<file path="config.mk">
export PLATFORM = sky130hd
export DESIGN_NAME = wb_sel_flat
export DESIGN_NICKNAME = d
export VERILOG_FILES = /design/src/rtl/wb_sel_if.sv /design/src/rtl/wb_sel.sv /design/src/flat_wrapper.sv
export SDC_FILE = /design/constraint.sdc
export NUM_CORES = 1
export LEC_CHECK = 0
export ABC_CLOCK_PERIOD_IN_PS = 2700
export BUFFER_PORTS_ARGS = -buffer_cell sky130_fd_sc_hd__buf_4
export CAP_MARGIN = 20
export CORE_MARGIN = 2
export CORE_UTILIZATION = 36
export DETAILED_ROUTE_END_ITERATION = 16
export HOLD_SLACK_MARGIN = 0.02
export PLACE_DENSITY_LB_ADDON = 0.08
export REMOVE_ABC_BUFFERS = 1
export SLEW_MARGIN = 20
export SYNTH_ARGS = -nofsm -noshare
export SYNTH_HDL_FRONTEND = slang
export SYNTH_SLANG_ARGS = --single-unit
</file>
<file path="constraint.sdc">
create_clock -name clk_i -period 2.7 [get_ports clk_i]
set_clock_uncertainty 0.2 [all_clocks]
set_input_delay 0.135 -clock clk_i [delete_from_list [all_inputs] [get_ports clk_i]]
set_output_delay 0.135 -clock clk_i [all_outputs]
set_load 0.05 [all_outputs]
</file>
<file path="src/rtl/wb_sel_if.sv">
// Bundle of the MEM-stage handshake, the data-memory read response and
// the register-file write port seen by the writeback selector.
interface wb_sel_if #(
    parameter int XLEN    = 32,
    parameter int RADDR_W = 5
);
    // MEM-stage instruction handshake
    logic               valid_i;
    logic               ready_o;
    logic [1:0]         WBSel_i;
    logic               RegWEn_i;
    logic [RADDR_W-1:0] rd_addr_i;
    logic [XLEN-1:0]    alu_i;
    logic [XLEN-1:0]    pc_i;
    logic [2:0]         funct3_i;
    logic [1:0]         addr_lo_i;

    // data-memory read response
    logic               dmem_rvalid_i;
    logic [XLEN-1:0]    dmem_rdata_i;

    // register-file write port and status
    logic               reg_we_o;
    logic [RADDR_W-1:0] reg_waddr_o;
    logic [XLEN-1:0]    reg_wdata_o;
    logic               busy_o;

    // pipeline side: drives the instruction and the memory response
    modport master (
        output valid_i, WBSel_i, RegWEn_i, rd_addr_i, alu_i, pc_i,
               funct3_i, addr_lo_i, dmem_rvalid_i, dmem_rdata_i,
        input  ready_o, reg_we_o, reg_waddr_o, reg_wdata_o, busy_o
    );

    // writeback selector side
    modport slave (
        input  valid_i, WBSel_i, RegWEn_i, rd_addr_i, alu_i, pc_i,
               funct3_i, addr_lo_i, dmem_rvalid_i, dmem_rdata_i,
        output ready_o, reg_we_o, reg_waddr_o, reg_wdata_o, busy_o
    );
endinterface

</file>
<file path="src/rtl/wb_sel.sv">
// Writeback source selector: picks ALU result, load data or PC+4 for the
// register file, waiting for the data-memory response on loads.
//
// state    | meaning
// ---------+--------------------------------------------------------
// IDLE     | ready for a new instruction; non-loads retire in 1 cycle
// WAIT_MEM | load accepted, waiting for dmem_rvalid_i
module wb_sel #(
    parameter int XLEN    = 32,
    parameter int RADDR_W = 5
) (
    input logic     clk_i,
    input logic     rst_n_i,
    wb_sel_if.slave bus
);

    typedef enum logic [0:0] {
        IDLE     = 1'b0,
        WAIT_MEM = 1'b1
    } state_t;

    localparam logic [1:0] SEL_MEM = 2'd1;
    localparam logic [1:0] SEL_PC4 = 2'd2;

    localparam logic [2:0] F3_LB  = 3'd0;
    localparam logic [2:0] F3_LH  = 3'd1;
    localparam logic [2:0] F3_LBU = 3'd4;
    localparam logic [2:0] F3_LHU = 3'd5;

    state_t             state_q, state_d;

    // load context captured at accept time
    logic [RADDR_W-1:0] ld_rd_q, ld_rd_d;
    logic               ld_we_q, ld_we_d;
    logic [2:0]         ld_f3_q, ld_f3_d;
    logic [1:0]         ld_lo_q, ld_lo_d;

    // registered register-file write port
    logic               we_q, we_d;
    logic [RADDR_W-1:0] waddr_q, waddr_d;
    logic [XLEN-1:0]    wdata_q, wdata_d;

    logic               accept;
    logic [7:0]         byte_sel;
    logic [15:0]        half_sel;
    logic [XLEN-1:0]    load_ext;
    logic [XLEN-1:0]    nonload_data;

    assign accept = bus.valid_i && (state_q == IDLE);

    // Pick the addressed byte/halfword out of the returned word.
    always_comb begin
        byte_sel = bus.dmem_rdata_i[7:0];
        case (ld_lo_q)
            2'd0:    byte_sel = bus.dmem_rdata_i[7:0];
            2'd1:    byte_sel = bus.dmem_rdata_i[15:8];
            2'd2:    byte_sel = bus.dmem_rdata_i[23:16];
            default: byte_sel = bus.dmem_rdata_i[31:24];
        endcase
        // halfword loads ignore addr_lo[0]; misalignment is upstream's problem
        half_sel = ld_lo_q[1] ? bus.dmem_rdata_i[31:16] : bus.dmem_rdata_i[15:0];
    end

    // Sign/zero-extend by load type; reserved encodings behave as LW.
    always_comb begin
        load_ext = bus.dmem_rdata_i;
        case (ld_f3_q)
            F3_LB:   load_ext = {{(XLEN-8){byte_sel[7]}}, byte_sel};
            F3_LH:   load_ext = {{(XLEN-16){half_sel[15]}}, half_sel};
            F3_LBU:  load_ext = {{(XLEN-8){1'b0}}, byte_sel};
            F3_LHU:  load_ext = {{(XLEN-16){1'b0}}, half_sel};
            default: load_ext = bus.dmem_rdata_i;
        endcase
    end

    // Non-load result: PC+4 for links, otherwise the ALU result (WBSel 3 too).
    always_comb begin
        if (bus.WBSel_i == SEL_PC4) begin
            nonload_data = bus.pc_i + XLEN'(4);
        end else begin
            nonload_data = bus.alu_i;
        end
    end

    // Next-state, load capture and write-port update.
    always_comb begin
        state_d = state_q;
        ld_rd_d = ld_rd_q;
        ld_we_d = ld_we_q;
        ld_f3_d = ld_f3_q;
        ld_lo_d = ld_lo_q;
        we_d    = 1'b0;
        waddr_d = waddr_q;
        wdata_d = wdata_q;

        case (state_q)
            IDLE: begin
                if (accept) begin
                    if (bus.WBSel_i == SEL_MEM) begin
                        ld_rd_d = bus.rd_addr_i;
                        ld_we_d = bus.RegWEn_i;
                        ld_f3_d = bus.funct3_i;
                        ld_lo_d = bus.addr_lo_i;
                        state_d = WAIT_MEM;
                    end else begin
                        we_d = bus.RegWEn_i && (bus.rd_addr_i != '0);
                        // address/data only move on a real write so they
                        // hold their last values while we is low
                        if (we_d) begin
                            waddr_d = bus.rd_addr_i;
                            wdata_d = nonload_data;
                        end
                    end
                end
                // a response arriving in IDLE is stray and dropped
            end
            WAIT_MEM: begin
                if (bus.dmem_rvalid_i) begin
                    we_d = ld_we_q && (ld_rd_q != '0);
                    if (we_d) begin
                        waddr_d = ld_rd_q;
                        wdata_d = load_ext;
                    end
                    state_d = IDLE;
                end
            end
            default: state_d = IDLE;
        endcase
    end

    // State, load context and write port registers.
    always_ff @(posedge clk_i or negedge rst_n_i) begin
        if (!rst_n_i) begin
            state_q <= IDLE;
            ld_rd_q <= '0;
            ld_we_q <= 1'b0;
            ld_f3_q <= '0;
            ld_lo_q <= '0;
            we_q    <= 1'b0;
            waddr_q <= '0;
            wdata_q <= '0;
        end else begin
            state_q <= state_d;
            ld_rd_q <= ld_rd_d;
            ld_we_q <= ld_we_d;
            ld_f3_q <= ld_f3_d;
            ld_lo_q <= ld_lo_d;
            we_q    <= we_d;
            waddr_q <= waddr_d;
            wdata_q <= wdata_d;
        end
    end

    assign bus.ready_o     = (state_q == IDLE);
    assign bus.busy_o      = (state_q == WAIT_MEM);
    assign bus.reg_we_o    = we_q;
    assign bus.reg_waddr_o = waddr_q;
    assign bus.reg_wdata_o = wdata_q;

endmodule

</file>
<file path="src/flat_wrapper.sv">
// flat-port wrapper written by rule: the top's interface ports become plain ports
module wb_sel_flat 
#(
    parameter int XLEN    = 32,
    parameter int RADDR_W = 5
)
  (clk_i, rst_n_i, bus_valid_i, bus_WBSel_i, bus_RegWEn_i, bus_rd_addr_i, bus_alu_i, bus_pc_i, bus_funct3_i, bus_addr_lo_i, bus_dmem_rvalid_i, bus_dmem_rdata_i, bus_ready_o, bus_reg_we_o, bus_reg_waddr_o, bus_reg_wdata_o, bus_busy_o);
  wb_sel_if #(.XLEN(XLEN), .RADDR_W(RADDR_W)) bus_i ();
  input logic clk_i;
  input logic rst_n_i;
  input wire logic [$bits(bus_i.valid_i)-1:0] bus_valid_i;
  input wire logic [$bits(bus_i.WBSel_i)-1:0] bus_WBSel_i;
  input wire logic [$bits(bus_i.RegWEn_i)-1:0] bus_RegWEn_i;
  input wire logic [$bits(bus_i.rd_addr_i)-1:0] bus_rd_addr_i;
  input wire logic [$bits(bus_i.alu_i)-1:0] bus_alu_i;
  input wire logic [$bits(bus_i.pc_i)-1:0] bus_pc_i;
  input wire logic [$bits(bus_i.funct3_i)-1:0] bus_funct3_i;
  input wire logic [$bits(bus_i.addr_lo_i)-1:0] bus_addr_lo_i;
  input wire logic [$bits(bus_i.dmem_rvalid_i)-1:0] bus_dmem_rvalid_i;
  input wire logic [$bits(bus_i.dmem_rdata_i)-1:0] bus_dmem_rdata_i;
  output wire logic [$bits(bus_i.ready_o)-1:0] bus_ready_o;
  output wire logic [$bits(bus_i.reg_we_o)-1:0] bus_reg_we_o;
  output wire logic [$bits(bus_i.reg_waddr_o)-1:0] bus_reg_waddr_o;
  output wire logic [$bits(bus_i.reg_wdata_o)-1:0] bus_reg_wdata_o;
  output wire logic [$bits(bus_i.busy_o)-1:0] bus_busy_o;
  assign bus_i.valid_i = bus_valid_i;
  assign bus_i.WBSel_i = bus_WBSel_i;
  assign bus_i.RegWEn_i = bus_RegWEn_i;
  assign bus_i.rd_addr_i = bus_rd_addr_i;
  assign bus_i.alu_i = bus_alu_i;
  assign bus_i.pc_i = bus_pc_i;
  assign bus_i.funct3_i = bus_funct3_i;
  assign bus_i.addr_lo_i = bus_addr_lo_i;
  assign bus_i.dmem_rvalid_i = bus_dmem_rvalid_i;
  assign bus_i.dmem_rdata_i = bus_dmem_rdata_i;
  assign bus_ready_o = bus_i.ready_o;
  assign bus_reg_we_o = bus_i.reg_we_o;
  assign bus_reg_waddr_o = bus_i.reg_waddr_o;
  assign bus_reg_wdata_o = bus_i.reg_wdata_o;
  assign bus_busy_o = bus_i.busy_o;
  wb_sel #(.XLEN(XLEN), .RADDR_W(RADDR_W)) u_core (.clk_i(clk_i), .rst_n_i(rst_n_i), .bus(bus_i));
endmodule
</file>
==> results of run 1 <==
[Yosys cell counts (5+ instances only)]
master                     instances  area, um2
sky130_fd_sc_hd__a21oi_1          41        205
sky130_fd_sc_hd__nor2_1           17       63.8
sky130_fd_sc_hd__o21ai_0          30        150
sky130_fd_sc_hd__o21ai_1           6       30.0
sky130_fd_sc_hd__nand2_1          37        139
sky130_fd_sc_hd__a31oi_1          10       62.6
sky130_fd_sc_hd__o22ai_1           9       56.3
sky130_fd_sc_hd__nor2b_1           6       37.5
sky130_fd_sc_hd__inv_1             9       33.8
sky130_fd_sc_hd__nand3_1          17       85.1
sky130_fd_sc_hd__dfrtp_1          50       1250
sky130_fd_sc_hd__nand4_1          20        125
sky130_fd_sc_hd__clkbuf_1         19       71.3
sky130_fd_sc_hd__nor3_1           15       75.1
sky130_fd_sc_hd__and3_1           13       81.3
sky130_fd_sc_hd__xor2_1            5       43.8
sky130_fd_sc_hd__xnor2_1           7       61.3
sky130_fd_sc_hd__a31o_2            6       52.6
sky130_fd_sc_hd__buf_2             7       35.0
sky130_fd_sc_hd__nor4_1           10       62.6
sky130_fd_sc_hd__and2_1            5       31.3
sky130_fd_sc_hd__a211oi_1         13       97.6
sky130_fd_sc_hd__nand2b_1         13       81.3
sky130_fd_sc_hd__mux2i_1           7       70.1
sky130_fd_sc_hd__a22o_1            7       61.3
sky130_fd_sc_hd__o31a_1            6       52.6
sky130_fd_sc_hd__mux2_2           13        146
[kinds of logic (layout without fill, tap and decap cells)]
| family | Yosys count | in the layout | share of synthesized area |
|---|---|---|---|
| AO/OA/AOI/OAI | 154 | 154 | 0.270 |
| XOR/XNOR | 12 | 12 | 0.0281 |
| adder cells (fa/ha/maj) | 1 | 1 | 0.00335 |
| buffers and inverters | 41 | 231 | 0.0475 |
| flip-flops | 50 | 50 | 0.335 |
| multiplexers | 21 | 21 | 0.0639 |
| AND/OR/NAND/NOR | 171 | 171 | 0.253 |
[state kept, by name, summed over array words and instances, names as in the netlist]
name	count
u_core.ld_f3_q	3
u_core.bus.reg_we_o	1
u_core.ld_rd_q	5
u_core.ld_we_q	1
u_core.ld_lo_q	2
u_core.bus.reg_waddr_o	5
u_core.bus.busy_o	1
u_core.bus.reg_wdata_o	32
[timing repair]
item / 4_1_cts / 5_1_grt
buffers inserted: 0 / 7
resized for setup: 0 / 8
endpoints found under the hold margin: 90 / 1
setup endpoints to repair: 0 / 1
hold buffers: 40 / 1
[area by class of cell]
type,instances,area (um2),share of cell area
well taps,136,170,0.0302
repair inverters,1,6.26,0.00111
clock inverters,2,12.5,0.00222
inverters,10,45.0,0.00799
repair buffers,212,1740,0.309
clock buffers,6,82.6,0.0147
flip-flops and latches,50,1250,0.222
multi-input cells,359,2330,0.413
[how the worst max path moves through the flow]
stage,end,slack [ps],depth (start not counted)
6_report,u_core.bus.reg_wdata_o[1],260,8
2_1_floorplan,u_core.bus.reg_wdata_o[16],-490,6
4_1_cts,u_core.bus.reg_wdata_o[18],30,7
5_1_grt,u_core.bus.reg_wdata_o[0],140,8
3_3_place_gp,u_core.bus.reg_wdata_o[16],440,6
3_5_place_dp,u_core.bus.reg_wdata_o[16],410,6
[stage by stage]
stage | hold WS (ps) | instances | setup TNS [ps] | util | setup WS (ps)
CTS | 23.3 | 766 | 0 | 0.540 | 28.5
global route | 38.0 | 776 | 0 | 0.553 | 142
detailed placement | 12.3 | 718 | 0 | 0.491 | 411
floorplan | -361 | 419 | -6780 | - | -487
global placement | 11.8 | 718 | 0 | 0.491 | 442
finish | 20.8 | 776 | 0 | 0.553 | 258
[routing by layer]
metal	up-vias	global-route usage	wire (um)
li1	2095	-	-
met1	2085	0.346	6150
met2	200	0.409	7030
met3	26	0.0362	1110
met4	0	0.0874	464
met5	-	0	0
[power breakdown]
| part | internal, mW | switching [mW] | total [mW] |
|---|---|---|---|
| logic | 0.707 | 1.21 | 1.92 |
| registers | 0.959 | 0.166 | 1.12 |
| clock network | 0.207 | 0.268 | 0.475 |
[tightest hold or removal path, cell delays in order]
cell and delay [ps]:
sky130_fd_sc_hd__buf_4 100, sky130_fd_sc_hd__a211oi_1 80, sky130_fd_sc_hd__a211oi_2 170
==> results list, run 1 <==
- Length of the first detailed-routing pass in iterations: 5
- Status: complete, no violations
- The layout has 1007 filler cells.
* Leading cell type in the layout, fill and taps excluded: sky130_fd_sc_hd__buf_4
- Number of synthesized register bits: 50
- Endpoint of the worst hold path: u_core.bus.reg_wdata_o[29]
* Largest net degree at the start of global routing: 52
- Number of CTS-inserted buffers: 5
* Drt first-iter violations: 238
- Compared with the post-synthesis result, the final layout area differs by 50.8%.
* Worst slew margin relative to its limit: 0.549
- Final count of pins violating max slew: 0
- After synthesis, the mean cell area works out to 8.31 um2.
- The critical path in this run is classified as reg -> reg.
- Max-cap violations: 0
* Worst reg2reg startpoint: u_core.ld_rd_q[2]
- Worst vdd ir: 470 uV
- Routed Wire Length: 14800 um
- The tightest min-delay check is of the in -> reg type.
- The final hold violation count was 0.
* Startpoint Class: register
- The cell area that synthesis handed to floorplanning was 3740 um2.
- Chip Height: 106 um
- Count of boundary I/O pins: 153
- Worst Min Path Start: bus_dmem_rdata_i[29]
* Clock period minus worst slack: 2440 ps
- Count of H-tree levels built during CTS: 2
- On the worst path, the slowest cell contributes a delay of 540 ps.
- Detailed placement ended at an HPWL of 10700 um.
* Power per standard cell area: 624 nW/um2
- In this run the worst setup path begins at u_core.ld_rd_q[2].
* Number of warnings issued by yosys: 0
- Counting stages on the worst path, the most repeated cell is sky130_fd_sc_hd__buf_4.
- Leading register cell type out of synthesis: sky130_fd_sc_hd__dfrtp_1
- For this run, the post-layout net count is 753.
- In this run, synthesis inferred 0 flip-flops with an integrated enable.
* Unrepaired setup endpoints after global routing: no
* Share of flip-flops with an asynchronous set or reset: 1.00
- Cell Area, Placed: 5000 um2
- Final worst path period share: 0.904
- Together, buffers and inverters on the worst path number 3.
* Initial antenna violation count: 0
- Count of clock tree sinks: 50
- After routing the design area is 5630 um2.
- Across all layers, the routed design uses 4406 vias.
* Number of cells traversed by the worst register-to-register path: 8
* Hold path depth: 3
- Critical-path top delay cell: sky130_fd_sc_hd__or4_4
- The initial utilization of the core area, before any placement, comes to 0.367.
- Power Total: 3.52 mW
* Post-DR wirelength/cell: 19.0 um
* Count of input and output buffers: 152
- The worst register-to-register path ends at u_core.bus.reg_wdata_o[1].
- Antenna-violating nets left: 0
- At the worst endpoint, the required time is 2690 ps.
- R2R setup slack: 260 ps
- The core region is 10200 um2.
- Global-route wire length before repair: 22300 um
- For this run, the total global-route usage over all layers was measured as 0.252.
* Maximum operating frequency: 0.409 GHz
* Maximum net fanout on the critical path: 5
- The via count of the first global-routing pass is 4185.
- Overall overflow remaining after global route: 0
- 0 antenna diodes ended up in the layout.
* Cell leakage power: 2.41 nW
- For this run, the register share of the synthesized area comes to 0.335.
* Site row count: 37
- In this design, the largest share of critical-path delay is due to compound AO/OA/AOI/OAI gates.
- Worst endpoint data arrival time: 2430 ps
- Final weighted congestion in routability-driven placement: 0.942
- Clock latency on the worst-skew pair, taken at its later pin, is 300 ps.
- The root buffer cell chosen for the clock tree is sky130_fd_sc_hd__clkbuf_8.
- Proportion of layout cells with a drive suffix above 1: 0.333
* Worst slew pin tran: 677 ps
- Count of unresolved DRC violations after routing: 0
- Clock input transition at the sequential cells of the worst setup and hold paths: 110 ps
- Synthesized netlist cell count: 450
- The die is 106 um wide.
- The library cells used most frequently in the layout, excluding fill and tap cells, are sky130_fd_sc_hd__buf_4 (169), sky130_fd_sc_hd__dfrtp_1 (50), sky130_fd_sc_hd__a21oi_1 (41).
* Average via count per standard cell: 5.68
* Die footprint: 11200 um2
* Distinct cell type count of the synthesized netlist: 61
* Cell Chain, Critical Path: or4_4, o2111ai_2, a21boi_4, buf_12, buf_4, buf_4, a31oi_1, a22o_1
* Clock Tree Buf Depth: 2
- TritonCTS clock tree: yes
- The worst setup path is captured at a register.
- Setup violations remaining at the end of the flow were counted as 0.
Power figures use the tool's default switching activity.
==> inputs of run 2 (changes only) <==
- CORE_ASPECT_RATIO: not set -> 1.2
==> run 2 against run 1 <==
Compared with the run above:
- fmax grew 6.5%
- critical endpoint is now u_core.bus.reg_wdata_o[6]
- register-to-register slack better by 150 ps
- combinational power is essentially flat
==> results list, run 2 (synthesized netlist as in run 1, its figures left out) <==
* Status: complete, no violations (unchanged)
- The clock tree from TritonCTS was yes (unchanged).
- The overall track demand over capacity in global routing is 0.247 (was 0.252).
* Detailed Place HPWL: 10900 um (was 10700 um)
* Count of input and output buffers: 152 (unchanged)
- Final standard cell count with taps included and fillers excluded: 753 (was 776)
- Post-DR wirelength/cell: 19.2 um (was 19.0 um)
- Worst vdd ir: 406 uV (was 470 uV)
* Slowest stage delay, CP: 530 ps (was 540 ps)
- The number of antenna violations at the first check in global routing came to 0 (unchanged).
- Horiz. Die Dim: 97.0 um (was 106 um)
- The required time of the critical path is 2680 ps (was 2690 ps).
- Post-route setup slack: 406 ps (was 258 ps)
- The shortest clock period the worst path allows after layout came to 2290 ps (was 2440 ps).
- Die footprint: 11200 um2 (about the same)
- Drt first-iter violations: 246 (was 238)
- Antenna-violating nets left: 0 (unchanged)
- The post-route clock period utilization was 0.850 (was 0.904).
* Multi-input logic area: 2320 um2 (was 2330 um2)
- Count of H-tree levels built during CTS: 2 (unchanged)
* Routed Wire Length: 14500 um (was 14800 um)
- Proportion of layout cells with a drive suffix above 1: 0.333 (about the same)
- The number of buffers created by CTS was 5 (unchanged).
- The pin count of the biggest net entering global routing came to 52 (unchanged).
- The leakage dissipation came to 2.37 nW (was 2.41 nW).
- The total I/O pin count was 153 (unchanged).
- Clock input transition at the sequential cells of the worst setup and hold paths: 70 ps (was 110 ps)
- The first-pass GRT wire length is 22000 um (was 22300 um).
* Cells after DPL: 708 (was 718)
- Total via count after detailed routing: 4323 (was 4406)
- Overall overflow remaining after global route: 0 (unchanged)
- Final weighted congestion in routability-driven placement: 0.827 (was 0.942)
- Most frequent cells in the layout: sky130_fd_sc_hd__buf_4 (167), sky130_fd_sc_hd__dfrtp_1 (50), sky130_fd_sc_hd__a21oi_1 (41) (was sky130_fd_sc_hd__buf_4 (169), sky130_fd_sc_hd__dfrtp_1 (50), sky130_fd_sc_hd__a21oi_1 (41)).
- The buffer levels on the longest clock path was 2 (unchanged).
- The number of flip-flops under the largest register name came to 32 (unchanged).
* Placeable Area: 10100 um2 (was 10200 um2)
* Finish-stage setup viols: 0 (unchanged)
* Worst endpoint data arrival time: 2270 ps (was 2430 ps)
- Average via count per standard cell: 5.74 (was 5.68)
* Clock latency reported for the late side of the worst-skew pair: 290 ps (was 300 ps)
- The count of clock tree sinks was 50 (unchanged).
- The final hold violation count is 0 (unchanged).
* Combined flip-flop and latch cell area: 1250 um2 (unchanged)
- Leading cell type in the layout, fill and taps excluded: sky130_fd_sc_hd__buf_4 (unchanged)
* Length of the first detailed-routing pass in iterations: 5 (unchanged)
* Kind of critical path: reg -> reg (unchanged)
* Site row count: 40 (was 37)
* Final nets: 741 (was 753)
- The number of antenna cells inserted came to 0 (unchanged).
* Synthesis-to-finish area growth: 48.1% (was 50.8%)
- Setup WS pre-CTS: 440 ps (was 411 ps)
- Power per standard cell area: 655 nW/um2 (was 624 nW/um2)
* Power Total: 3.63 mW (was 3.52 mW)
- Starting density of the core: 0.372 (was 0.367)
- FILL cells: 976 (was 1007)
- Worst slew margin relative to its limit: 0.466 (was 0.549)
* Count of unresolved DRC violations after routing: 0 (unchanged)
- Tightest Hold Check Type: in -> reg (unchanged)
- Final setup TNS: 0 ps (unchanged)
* Startpoint Class: register (unchanged)
- Final count of pins violating max slew: 0 (unchanged)
- Chip Height: 116 um (was 106 um)
- The highest net fanout along the worst path was 6 (was 5).
- Critical-path top delay cell: sky130_fd_sc_hd__or4_4 (unchanged)
- Crit path capture type: register (unchanged)
- Worst slew pin tran: 801 ps (was 677 ps)
- Max-cap violations: 0 (unchanged)
- The final core utilization was 0.550 (was 0.553).
- The via count of the first global-routing pass was 4127 (was 4185).
* Cell Chain, Critical Path: or4_4, o2111ai_2, a21boi_4, buf_12, buf_4, a21oi_1, a22o_1 (was or4_4, o2111ai_2, a21boi_4, buf_12, buf_4, buf_4, a31oi_1, a22o_1)
- The timing-limited maximum frequency was 0.436 GHz (was 0.409 GHz).
* Unrepaired setup endpoints after global routing: no (unchanged)
- CTS root buffer: sky130_fd_sc_hd__clkbuf_16 (was sky130_fd_sc_hd__clkbuf_8)
## run 2: metrics by stage
stage / cell area (um2) / hold WS (ps)
after floorplan: 3600 / -361
after global placement: 4990 / 9.40
after detailed placement: 4990 / 6.67
after CTS: 5450 / 22.1
after global routing: 5540 / 25.4
final: 5540 / 12.3
## run 2: what timing repair did
item                                    in CTS  in global routing
endpoints found under the setup margin       0                  1
hold buffers                                32                  0
resized for setup                            0                  4
setup buffers                                0                  5
hold endpoints to repair                    84                  0
## run 2: path summary, 6_finish.rpt
| path | from | to | slack (ps) | cells after the start |
|---|---|---|---|---|
| max | u_core.ld_rd_q[2] | u_core.bus.reg_wdata_o[6] | 410 | 7 |
| min | bus_dmem_rdata_i[5] | u_core.bus.reg_wdata_o[5] | 10 | 3 |
| max reg2reg | u_core.ld_rd_q[2] | u_core.bus.reg_wdata_o[6] | 410 | 7 |
| min reg2reg | u_core.bus.reg_wdata_o[5] | u_core.bus.reg_wdata_o[5] | 280 | 2 |
| max in group asynchronous | rst_n_i | u_core.bus.reg_wdata_o[20] | 1640 | 2 |
| min in group asynchronous | rst_n_i | u_core.ld_f3_q[0] | 220 | 2 |
## run 2: critical path, delay by kind of cell, from the launching register on
kind                   cells  cell delay (ps)
buffers and inverters      2              310
flip-flops                 1              400
AO/OA/AOI/OAI              4              750
AND/OR/NAND/NOR            1              530
## run 2: power breakdown
| part | switching [mW] | internal, mW | leakage [nW] |
|---|---|---|---|
| clock network | 0.269 | 0.335 | 0.0694 |
| registers | 0.163 | 0.962 | 0.590 |
| logic | 1.20 | 0.699 | 1.71 |
| total | 1.63 | 2.00 | 2.37 |
## run 2: layout make-up
class / count / share of cell area
Clock inverter: 2 / 0.00181
Clock buffer: 5 / 0.0226
Tap cell: 126 / 0.0285
Multi-Input combinational cell: 359 / 0.419
Sequential cell: 50 / 0.226
Inverter: 10 / 0.00723
Timing Repair Buffer: 201 / 0.295
## run 2: metal layers
| metal | routed length, um | up-vias | GRT usage | part of all wire |
|---|---|---|---|---|
| met2 | 7340 | 162 | 0.437 | 0.51 |
| met1 | 5860 | 2073 | 0.309 | 0.41 |
| met5 | 0 | - | 0 | 0 |
| li1 | - | 2069 | - | - |
| met4 | 357 | 0 | 0.0808 | 0.025 |
| met3 | 895 | 19 | 0.0446 | 0.062 |
